`src/rtl/sd_clk_ctrl.sv`:
```
// SD card bus clock sequencer and gate.
// Derives sd_clk from clk at identification speed or transfer speed, runs the
// power-up warm-up burst with CMD held high, changes speed only while sd_clk is
// low, and parks sd_clk low whenever no requester needs it.
//
// state | meaning
// ------+--------------------------------------------------------------
// IDLE  | sd_clk parked low, half counter held at 0
// INIT  | warm-up burst: slow clock, rising edges counted, CMD forced high
// RUN   | clock running for a requester at the applied speed

module sd_clk_ctrl #(
    parameter int SLOW_HALF   = 62,
    parameter int FAST_HALF   = 1,
    parameter int INIT_CYCLES = 80
) (
    input  logic clk,
    input  logic res_n,
    input  logic init_start,
    input  logic clk_run,
    input  logic speed_req,
    output logic speed,
    output logic speed_ack,
    output logic sd_clk,
    output logic sd_clk_rise,
    output logic sd_clk_fall,
    output logic init_busy,
    output logic init_done,
    output logic cmd_force_high
);

    localparam int MAX_HALF = (SLOW_HALF > FAST_HALF) ? SLOW_HALF : FAST_HALF;
    localparam int HC_W     = (MAX_HALF > 1) ? $clog2(MAX_HALF) : 1;
    localparam int EC_W     = $clog2(INIT_CYCLES + 1);

    localparam logic [HC_W-1:0] SLOW_LAST = HC_W'(SLOW_HALF - 1);
    localparam logic [HC_W-1:0] FAST_LAST = HC_W'(FAST_HALF - 1);
    localparam logic [EC_W-1:0] EC_LOAD   = EC_W'(INIT_CYCLES);

    typedef enum logic [1:0] {
        ST_IDLE = 2'd0,
        ST_INIT = 2'd1,
        ST_RUN  = 2'd2
    } state_t;

    state_t          state;
    state_t          state_nx;
    logic [HC_W-1:0] hc;
    logic [EC_W-1:0] ec;          // rising edges still owed by the burst
    logic            init_pend;   // burst restart waiting for the high half to end

    logic [HC_W-1:0] hc_last;
    logic            toggle_en;
    logic            hc_term;
    logic            init_last;
    logic            go_init;
    logic            spd_apply;

    // State register.
    always_ff @(posedge clk or negedge res_n) begin
        if (!res_n) begin
            state <= ST_IDLE;
        end else begin
            state <= state_nx;
        end
    end

    // Next-state decision.
    always_comb begin
        state_nx = state;
        case (state)
            ST_IDLE: begin
                if (go_init) begin
                    state_nx = ST_INIT;
                end else if (clk_run) begin
                    state_nx = ST_RUN;
                end
            end
            ST_INIT: begin
                if (init_last) begin
                    state_nx = clk_run ? ST_RUN : ST_IDLE;
                end
            end
            ST_RUN: begin
                if (go_init) begin
                    state_nx = ST_INIT;
                end else if (!clk_run && !sd_clk) begin
                    state_nx = ST_IDLE;
                end
            end
            default: state_nx = ST_IDLE;
        endcase
    end

    // Edge strobes and control decode; a started high half always completes.
    always_comb begin
        hc_last        = speed ? FAST_LAST : SLOW_LAST;
        toggle_en      = (state != ST_IDLE) && (init_busy || clk_run || sd_clk);
        hc_term        = toggle_en && (hc == hc_last);
        sd_clk_rise    = hc_term && !sd_clk;
        sd_clk_fall    = hc_term && sd_clk;
        cmd_force_high = init_busy;
        init_last      = (state == ST_INIT) && sd_clk_fall && (ec == '0);
        go_init        = ((state == ST_IDLE) && init_start) ||
                         ((state == ST_RUN) && (init_start || init_pend) &&
                          (!sd_clk || sd_clk_fall));
        // Speed may only move while sd_clk is (about to be) low, so no pulse
        // is ever shorter than the shorter of the two half periods.
        spd_apply      = (speed_req != speed) && !go_init &&
                         ((state == ST_IDLE) ||
                          ((state == ST_RUN) && sd_clk_fall) ||
                          init_last);
    end

    // Clock divider, burst edge counter, speed and status registers.
    always_ff @(posedge clk or negedge res_n) begin
        if (!res_n) begin
            hc        <= '0;
            ec        <= '0;
            sd_clk    <= 1'b0;
            speed     <= 1'b0;
            speed_ack <= 1'b0;
            init_busy <= 1'b0;
            init_done <= 1'b0;
            init_pend <= 1'b0;
        end else begin
            sd_clk <= sd_clk ^ hc_term;

            if ((state == ST_IDLE) || (state_nx != state) || spd_apply) begin
                hc <= '0;
            end else if (toggle_en) begin
                hc <= hc_term ? '0 : hc + 1'b1;
            end

            if (go_init) begin
                ec <= EC_LOAD;
            end else if ((state == ST_INIT) && sd_clk_rise) begin
                ec <= ec - 1'b1;
            end

            // The burst always runs at identification speed; a pending
            // request is picked up again once the burst ends.
            if (go_init) begin
                speed <= 1'b0;
            end else if (spd_apply) begin
                speed <= speed_req;
            end
            speed_ack <= spd_apply;

            init_busy <= (state_nx == ST_INIT);
            if (init_last) begin
                init_done <= 1'b1;
            end

            if (go_init || (state != ST_RUN)) begin
                init_pend <= 1'b0;
            end else if (init_start && sd_clk) begin
                init_pend <= 1'b1;
            end
        end
    end

endmodule
```
`config.mk`:
```
export PLATFORM = sky130hd
export DESIGN_NAME = sd_clk_ctrl
export DESIGN_NICKNAME = d
export VERILOG_FILES = /design/src/rtl/sd_clk_ctrl.sv
export SDC_FILE = /design/constraint.sdc
export NUM_CORES = 1
export LEC_CHECK = 0
export CAP_MARGIN = 10
export CELL_PAD_IN_SITES_DETAIL_PLACEMENT = 1
export CELL_PAD_IN_SITES_GLOBAL_PLACEMENT = 2
export CORE_MARGIN = 3
export CORE_UTILIZATION = 32
export DETAILED_ROUTE_END_ITERATION = 10
export PLACE_DENSITY = 0.78
export SYNTH_ARGS = -nofsm -noshare
export SYNTH_HDL_FRONTEND = slang
export SYNTH_SLANG_ARGS = --single-unit
export TNS_END_PERCENT = 50
```
`constraint.sdc`:
```
create_clock -name clk -period 2.5 [get_ports clk]
set_input_delay 0.5 -clock clk [delete_from_list [all_inputs] [get_ports clk]]
set_output_delay 0.5 -clock clk [all_outputs]
set_load 0.05 [all_outputs]
```
==> metrics <==
outcome finished, final reports clean; max-capacitance violation count 0; XOR/XNOR share of the synthesized area 0.0654; DP Cell Count ~190; Syn Std Cell Area about 1200 um^2; Yosys warning total 0; Core Region 3470 um^2; final setup vio count 0; Die H roughly 67 um; Placement Rows 21; ordered cell list for the critical path clkdlybuf4s50_1 -> o32ai_4 -> a21oi_4 -> buf_4 -> ha_4 -> buf_4 -> buf_12; vias in the first global route 1,091; CP top delay family buffers and inverters; vias after detailed routing approximately 1,000; Total Power 1.84 mW; pin slew with the least headroom to its limit 501 ps; Post-Synthesis Cells between 100 and 150; FF+latch area 527 um^2; Simple-Gate Fraction of Synth Area 0.232; Net count, final 158; critical-path maximum fanout 4; largest net degree at the start of global routing 13; Congestion Overflow GR 0; sequential cell area fraction in the yosys report 0.436; Adder-Cell Fraction of Synth Area 0.0623; Crit. End Element output port; Buf/Inv on CP 4; clk sink count 21; Area Growth Syn to Fin 32.4%; nature of the critical path startpoint input port; CP most frequent cell buf_4; Final GP Congestion 0.808; chip width 67.4 um; filler cell count 396; post-synthesis mux area share 0; CTS max path bufs 2; via/cell ratio about 5.2; root buf cell clkbuf_8; EDFF count, synth 0; Synth area leader dfrtp_1; die area 4540 um^2; Worst-path clk slew 80 ps; IO buf count 12; Compound-Gate Fraction of Synth Area 0.162; total CTS buffers 3; first-pass GRT wire length 5150 um; Avg Cell Area, Syn roughly 10 um^2; # diodes 0; insertion delay of the later-clocked pin in the worst-skew pair 270 ps; Synth top area share 0.436; Synth cell types 42; Leak 0.664 nW; H-tree depth 1; Global Route Usage Sum 0.156; most frequent cell after synthesis dfrtp_1; area of the multi-input gates 689 um^2; minimum clock period approximately 2500 ps; Top-Level Pins 13; initial drt markers 28; Layout Skew 2.49 ps; commonest cells in the netlist dfrtp_1, nor2_1, nand3_1, xor2_1; Mapped Nets between 100 and 150; antenna violations before repair 0; pwr/cell area ~1200 nW/um^2; starting density of the core 0.347; Worst path max stage delay 460 ps; dpl hpwl 2340 um; final instance area 1600 um^2; DRT Pass-1 Iters 2; synth top area cells dfrtp_1, ha_1, xor2_1, nor2_1, nand3_1; layout cells sized above 1 0.260; Critical Path RT 2000 ps; Post-Place Cell Area between 1500 and 2000 um^2; CTS tree done; Yosys reg bits 21; DRT antenna net count 0; number of hold violations in the final report 0; Worst Path Arrival approximately 2000 ps; CP max stage cell clkdlybuf4s50_1; Avg WL per Cell 16.0 um; WS Path Type in -> out; Synth Flop Type dfrtp_1; max-slew violations 0; largest family of logic cells by synthesized area simple AND/OR/NAND/NOR gates; achievable frequency 408 MHz; DRC Markers 0; Rel. slew slack 0.665; asr flop ratio synth 1.00; period utilisation layout 0.982; final WL 3070 um; Hold Crit Class reg -> reg; VDD IR max 378 uV; non-filler cells, final 192
[per-stage QoR]
stage	hold WS (ps)	setup TNS, ps	setup slack, ps	utilization
3_5_place_dp	458	-443	-141	0.433
2_1_floorplan	204	-95.5	-95.5	-
3_3_place_gp	451	-37.4	-37.4	0.433
5_1_grt	490	-13.8	-9.40	0.460
4_1_cts	479	0	31.3	0.448
6_report	473	0	46.1	0.460
[final timing paths]
path / from / end / slack, ps / cells after the start
worst max-delay path: clk_run / sd_clk_rise / 50 / 7
worst max register to register: hc[5]$_DFFE_PN0P_ / ec[4]$_DFFE_PN0P_ / 230 / 9
worst min-delay path: init_done$_DFFE_PN0N_ / init_done$_DFFE_PN0N_ / 470 / 1
max in group asynchronous: res_n / hc[4]$_DFFE_PN0P_ / 1390 / 2
worst min register to register: init_done$_DFFE_PN0N_ / init_done$_DFFE_PN0N_ / 470 / 1
min in group asynchronous: res_n / init_pend$_DFFE_PN0P_ / 560 / 1
[power by group]
part	internal (mW)	switching, mW	total (mW)
registers	0.435	0.123	0.558
clock network	0.111	0.118	0.230
logic	0.444	0.613	1.06
total	0.990	0.855	1.84
[flip-flops by register name, indices dropped and copies added (netlist names)]
register / count
cmd_force_high: 1
ec: 7
hc: 6
init_done: 1
init_pend: 1
sd_clk: 1
speed: 1
speed_ack: 1
state: 2
[cells in the final DEF (no fill, tap or decap), types with 5 or more instances in the layout]
master | synthesis | layout
dfrtp_1 | 21 | 20
buf_4 | 2 | 15
nor2_1 | 12 | 12
clkdlybuf4s50_1 | 0 | 10
xor2_1 | 7 | 7
nand3_1 | 7 | 6
inv_1 | 6 | 6
nand2_1 | 6 | 6
a21oi_1 | 5 | 5
[metal layers]
layer  routed length [um]  GRT usage
met1                 1400      0.189
met2                 1570      0.270
met3                   56     0.0250
met4                   48     0.0684
met5                    0          0
[layout make-up]
cell class,count,area share
inverter,6,0.0141
timing repair buffer,27,0.158
sequential,21,0.330
clock inverter,1,0.00314
clock buffer,3,0.0259
tap,46,0.0361
multi-input combinational,88,0.432
[timing repair]
item | in CTS | in global routing
hold endpoints to repair | 0 | 0
hold buffers | 0 | 0
pin swaps | 0 | 1
resized for setup | 1 | 4
endpoints found under the setup margin | 2 | 3
buffers inserted | 0 | 1
[cell families (layout without fill, tap and decap cells)]
logic type,count (synthesis),count (layout)
and+or+nand+nor,48,48
AOI/OAI and AO/OA,25,25
DFF,21,21
buffers and inverters,11,37
xor gates and xnor gates,9,9
adders and majority gates,6,6
(Power assumes the default switching activity.)
